--- src/rtl/axi_st_pattest_seq.sv ---
// axi_st_pattest_seq: arms the full2half pattern checker, streams counting pattern words into it
// and tallies pass/fail verdicts over a programmed number of iterations.
module axi_st_pattest_seq #(
   parameter int PATGEN_MODE = 1,
   parameter int ITER_W      = 16,
   parameter int TIMEOUT_CYC = 4096,
   parameter int GUARD_CYC   = 4
) (
   input  logic                      rdclk,
   input  logic                      rst_n,
   input  logic                      start,
   input  logic                      abort,
   input  logic [8:0]                num_words,
   input  logic [ITER_W-1:0]         num_iter,
   input  logic [40*PATGEN_MODE-1:0] seed,
   input  logic                      chkr_fifo_full,
   input  logic [1:0]                patchkr_out,
   output logic                      patchkr_en,
   output logic [8:0]                patgen_cnt,
   output logic [40*PATGEN_MODE-1:0] patgen_din,
   output logic                      patgen_din_wr,
   output logic                      cntuspatt_en,
   output logic                      busy,
   output logic                      done,
   output logic [ITER_W-1:0]         pass_cnt,
   output logic [ITER_W-1:0]         fail_cnt,
   output logic                      timeout_seen
);
   localparam int DW = 40*PATGEN_MODE;
   localparam int TW = $clog2(TIMEOUT_CYC+1);
   localparam int GW = $clog2(GUARD_CYC+1);
   typedef enum logic [2:0] {IDLE, ARM, GEN, WAIT, UPDATE, FIN} state_t;
   state_t            state_q, state_d;
   logic [8:0]        cnt_q, cnt_d, wcnt_q, wcnt_d;
   logic [ITER_W-1:0] niter_q, niter_d, iter_q, iter_d, pass_q, pass_d, fail_q, fail_d;
   logic [DW-1:0]     word_q, word_d;
   logic [GW-1:0]     guard_q, guard_d;
   logic [TW-1:0]     tmo_q, tmo_d;
   logic              tseen_q, tseen_d, vpass_q, vpass_d;
   always_ff @(posedge rdclk or negedge rst_n) begin
      if (!rst_n) begin
         state_q <= IDLE;
         cnt_q   <= '0;
         wcnt_q  <= '0;
         niter_q <= '0;
         iter_q  <= '0;
         pass_q  <= '0;
         fail_q  <= '0;
         word_q  <= '0;
         guard_q <= '0;
         tmo_q   <= '0;
         tseen_q <= 1'b0;
         vpass_q <= 1'b0;
      end else begin
         state_q <= state_d;
         cnt_q   <= cnt_d;
         wcnt_q  <= wcnt_d;
         niter_q <= niter_d;
         iter_q  <= iter_d;
         pass_q  <= pass_d;
         fail_q  <= fail_d;
         word_q  <= word_d;
         guard_q <= guard_d;
         tmo_q   <= tmo_d;
         tseen_q <= tseen_d;
         vpass_q <= vpass_d;
      end
   end
   // abort bypasses the whole FSM so strobes drop in the same cycle and all tallies hold
   always_comb begin
      state_d       = state_q;
      cnt_d         = cnt_q;
      wcnt_d        = wcnt_q;
      niter_d       = niter_q;
      iter_d        = iter_q;
      pass_d        = pass_q;
      fail_d        = fail_q;
      word_d        = word_q;
      guard_d       = guard_q;
      tmo_d         = tmo_q;
      tseen_d       = tseen_q;
      vpass_d       = vpass_q;
      patchkr_en    = 1'b0;
      patgen_din_wr = 1'b0;
      done          = 1'b0;
      if (abort) begin
         state_d = IDLE;
      end else begin
         case (state_q)
            IDLE: if (start) begin
               cnt_d   = num_words;
               niter_d = num_iter;
               word_d  = seed;
               pass_d  = '0;
               fail_d  = '0;
               tseen_d = 1'b0;
               iter_d  = '0;
               guard_d = '0;
               state_d = (num_iter == '0 || num_words == '0) ? FIN : ARM;
            end
            ARM: begin
               patchkr_en = (guard_q == '0);
               guard_d    = guard_q + GW'(1);
               if (guard_q == GW'(GUARD_CYC-1)) begin
                  guard_d = '0;
                  wcnt_d  = '0;
                  state_d = GEN;
               end
            end
            GEN: if (!chkr_fifo_full) begin
               patgen_din_wr = 1'b1;
               word_d        = word_q + DW'(1);
               wcnt_d        = wcnt_q + 9'd1;
               if (wcnt_d == cnt_q) begin
                  tmo_d   = '0;
                  state_d = WAIT;
               end
            end
            WAIT: begin
               tmo_d = tmo_q + TW'(1);
               if (patchkr_out[1]) begin
                  vpass_d = patchkr_out[0];
                  state_d = UPDATE;
               end else if (tmo_q == TW'(TIMEOUT_CYC-1)) begin
                  vpass_d = 1'b0;
                  tseen_d = 1'b1;
                  state_d = UPDATE;
               end
            end
            UPDATE: begin
               iter_d  = iter_q + ITER_W'(1);
               pass_d  = (vpass_q && pass_q != '1) ? pass_q + ITER_W'(1) : pass_q;
               fail_d  = (!vpass_q && fail_q != '1) ? fail_q + ITER_W'(1) : fail_q;
               state_d = (iter_d == niter_q) ? FIN : ARM;
            end
            FIN: begin
               done    = 1'b1;
               state_d = IDLE;
            end
            default: state_d = IDLE;
         endcase
      end
   end
   assign patgen_cnt   = cnt_q;
   assign patgen_din   = word_q;
   assign cntuspatt_en = 1'b0;
   assign busy         = (state_q != IDLE);
   assign pass_cnt     = pass_q;
   assign fail_cnt     = fail_q;
   assign timeout_seen = tseen_q;
endmodule

--- config.mk ---
export PLATFORM = sky130hd
export DESIGN_NAME = axi_st_pattest_seq
export DESIGN_NICKNAME = d
export VERILOG_FILES = /design/src/rtl/axi_st_pattest_seq.sv
export SDC_FILE = /design/constraint.sdc
export NUM_CORES = 1
export LEC_CHECK = 0
export ABC_CLOCK_PERIOD_IN_PS = 2500
export CAP_MARGIN = 20
export CORE_MARGIN = 10
export CORE_UTILIZATION = 48
export CTS_BUF_LIST = sky130_fd_sc_hd__clkbuf_8 sky130_fd_sc_hd__clkbuf_16
export DETAILED_ROUTE_END_ITERATION = 6
export GPL_ROUTABILITY_DRIVEN = 0
export PLACE_DENSITY_LB_ADDON = 0.12
export SETUP_SLACK_MARGIN = 0.05
export SLEW_MARGIN = 20
export SYNTH_ARGS = -nofsm -noshare
export SYNTH_HDL_FRONTEND = slang
export SYNTH_SLANG_ARGS = --single-unit
export TNS_END_PERCENT = 20
--- constraint.sdc ---
create_clock -name rdclk -period 2.5 [get_ports rdclk]
set_input_delay 0.75 -clock rdclk [delete_from_list [all_inputs] [get_ports rdclk]]
set_output_delay 0.75 -clock rdclk [all_outputs]
set_load 0.02 [all_outputs]
==> results.cfg <==
[grt]
antenna_found_initial = 0
grt_pass1_wl_um = 40700
grt_pass1_vias = 7995
grt_max_degree = 52
overflow = 0
track_usage_pct = 21.7

[clocking]
numCtsBuffers = 17
root_buffer = clkbuf_16
h-tree-depth = 4
insertion_delay_ps = 430
clock_path_buffers = 2
cts.sinks = 143
clk_pin_slew_ps = 60
cts_tree = yes
cts_hold_buffers = 0

[worst_setup_path]
required_ps = 2810
ff2ff_path_depth = 8
cp_cell_sequence = ha_4, buf_6, xnor2_2, xnor2_1, a2111o_1, or4_4, or4_4, o211a_1
cpMostUsedCell = or4_4
timing.rr.start = wcnt_q[0]$_DFFE_PN0P_
critPathMaxFanout = 3
path_class = flop to flop
rrSetupSlack_ps = -3
worst_path_max_delay_cell = or4_4
regToRegEndpoint = tmo_q[11]$_DFFE_PN0P_
end_kind = flop
crit_arrival_ps = 2810
worstSetupStartpointType = flop
cp_slowest_stage_delay_ps = 550

[timing]
hold_ws_ps = 271
fin_skew_ps = 12.4
maxSlewHeadroom_pct = 64.6
min_period_ps = 2500
maxSlewViolCount = 0
final-setup-viol-count = 1
rsz0062_at_grt = true
fmax_mhz = 400
fin_crit_sh_pct = 100
hold_viol_final = 0
worst_slack_ps = -2.52
tns_ps = -2.52
worst_pin_slew_ps = 528

[die]
rows = 47
initial_utilization_pct = 49.3
ios = 159
die_x_um = 151
die-area_um2 = 22800
fp.dieH_um = 151
core_area_um2 = 16700

[detailed_routing]
drtIter0Drc = 569
final_antenna_net_count = 0
via_count = 8211
wl_per_cell_um = 17.4
drc_errors = 0
first_pass_iters = 5
viasPerCell = 5.77
drt-total-wl_um = 24800

[run_status]
failed_checks = negative setup slack
status = finished, violations left

[layout]
area_growth_pct = 37.2
fill_cells = 1391
final_nets = 1272
drive_above_1_share_pct = 12.7
n_antenna_cell = 0
multi_input_area_um2 = 4470
final_util_pct = 67.6
layout.area.seq_um2 = 3580

[yosys]
synth_edf_count = 0
synth_top_flop_cell = dfrtp_1
ys_ff_latch = 143
yosys.area.top_type = dfrtp_1
synth_warnings = 0
syn_nets = 1063
synth_top_area_share_pct = 43.5
syn_area_um2 = 8230
synthDistinctLibCells = 71
synth_top_cells_by_count = 155 x nand2_1, 143 x dfrtp_1, 85 x o21ai_0
synth_most_common_cell = nand2_1
syn-instance-count = 983
ys_async_sr_fraction_pct = 100
synthTopCellsByArea = dfrtp_1 43%, nand2_1 7.1%, o21ai_0 5.2%
ys_seq_area_share_pct = 43.5
syn_avg_cell_area_um2 = 8.37

[placed_design]
portBuffers = 157
dp_slack_ps = -679
dp_hpwl_um = 18200

[min_path]
min_path_type = input port to async pin

[power]
power_leakage_nw = 4.68
pwr_density_cell_nw_per_um2 = 639
peakVddDrop_uv = 523

[job]
cap_viol_max_count = 0
## layer usage
layer / track usage [%] / up-vias / part of all wire [%]
met1: 28.7 / 3984 / 44
met3: 5.07 / 21 / 5.8
met2: 35.5 / 222 / 49
met5: 0 / - / 0
li1: - / 3984 / -
met4: 5.05 / 0 / 1.0
## flip-flops by register name (all words and copies together), names as in the netlist
register	flops
patgen_din	40
fail_cnt	16
iter_q	16
niter_q	16
pass_cnt	16
tmo_q	13
patgen_cnt	9
wcnt_q	9
guard_q	3
state_q	3
timeout_seen	1
vpass_q	1
## where the power goes
group          internal (mW)  switching, mW
registers               2.61          0.360
logic                  0.885          0.946
clock network           1.43          0.985
## critical path: cells and delay by family (launching register included)
kind | cells | cell delay [ps]
DFF | 1 | 420
buffers and inverters | 1 | 110
xor gates and xnor gates | 2 | 260
AOI/OAI and AO/OA | 2 | 420
adders and majority gates | 1 | 180
and+or+nand+nor | 2 | 1010
## per-stage QoR
| step | power [mW] | cells | cell area [µm²] |
|---|---|---|---|
| after CTS | 7.21 | 1421 | 11200 |
| after global routing | 7.59 | 1424 | 11300 |
| final | 7.22 | 1424 | 11300 |
| after detailed placement | 4.79 | 1390 | 10600 |
| after floorplan | 3.89 | 983 | 8230 |
| after global placement | 4.76 | 1390 | 10600 |
## how the worst max path moves through the flow
stage	end	cells after the start	from	slack (ps)
after CTS	tmo_q[11]$_DFFE_PN0P_	7	wcnt_q[0]$_DFFE_PN0P_	-8
after floorplan	tmo_q[11]$_DFFE_PN0P_	7	wcnt_q[0]$_DFFE_PN0P_	50
after detailed placement	patgen_din_wr	6	abort	-680
after global routing	tmo_q[11]$_DFFE_PN0P_	8	wcnt_q[0]$_DFFE_PN0P_	-40
after global placement	patgen_din_wr	6	abort	-660
final	tmo_q[11]$_DFFE_PN0P_	8	wcnt_q[0]$_DFFE_PN0P_	-3
## cell families (layout without fill, tap and decap cells)
family	Yosys count	count (layout)	share of synthesized area, %
muxes	2	2	0.259
buffers and inverters	81	302	3.86
other	1	1	0.0456
and+or+nand+nor	418	418	24.2
adders and majority gates	8	8	1.22
xor gates and xnor gates	54	54	5.84
DFF	143	143	43.5
AOI/OAI and AO/OA	276	276	21.0
## placed cells by master, fill, tap and decap left out, drive strengths merged, types with 5 or more instances in the layout
cell type,count
clkinvlp,5
a21o,7
nor2b,5
inv,29
and4,5
nor3,25
nand2b,7
clkbuf,21
ha,8
xor2,20
buf,90
a22o,5
or4,5
nand3,55
a211oi,14
o21ai,85
a31oi,16
a311oi,5
nor2,73
o31ai,16
and3,20
clkdlybuf4s50,150
a21oi,66
or3,20
o22ai,15
nor4,11
dfrtp,143
xnor2,34
o211ai,5
nand4,24
nand2,155
a2bb2oi,9
## cell type report
class                           count  share of cell area (%)
Sequential cell                   143                    31.7
Clock buffer                       20                    4.13
Tap cell                          220                    2.44
Clock inverter                     11                   0.831
Timing Repair Buffer              243                    20.4
Multi-Input combinational cell    759                    39.6
Inverter                           28                   0.953
## timing repair
| action | in CTS | in global routing |
|---|---|---|
| cloned | 0 | 1 |
| setup endpoints to repair | 8 | 18 |
| resized for setup | 24 | 35 |
| setup buffers | 0 | 2 |
| pin swaps | 0 | 6 |
Power figures use the tool's default switching activity.
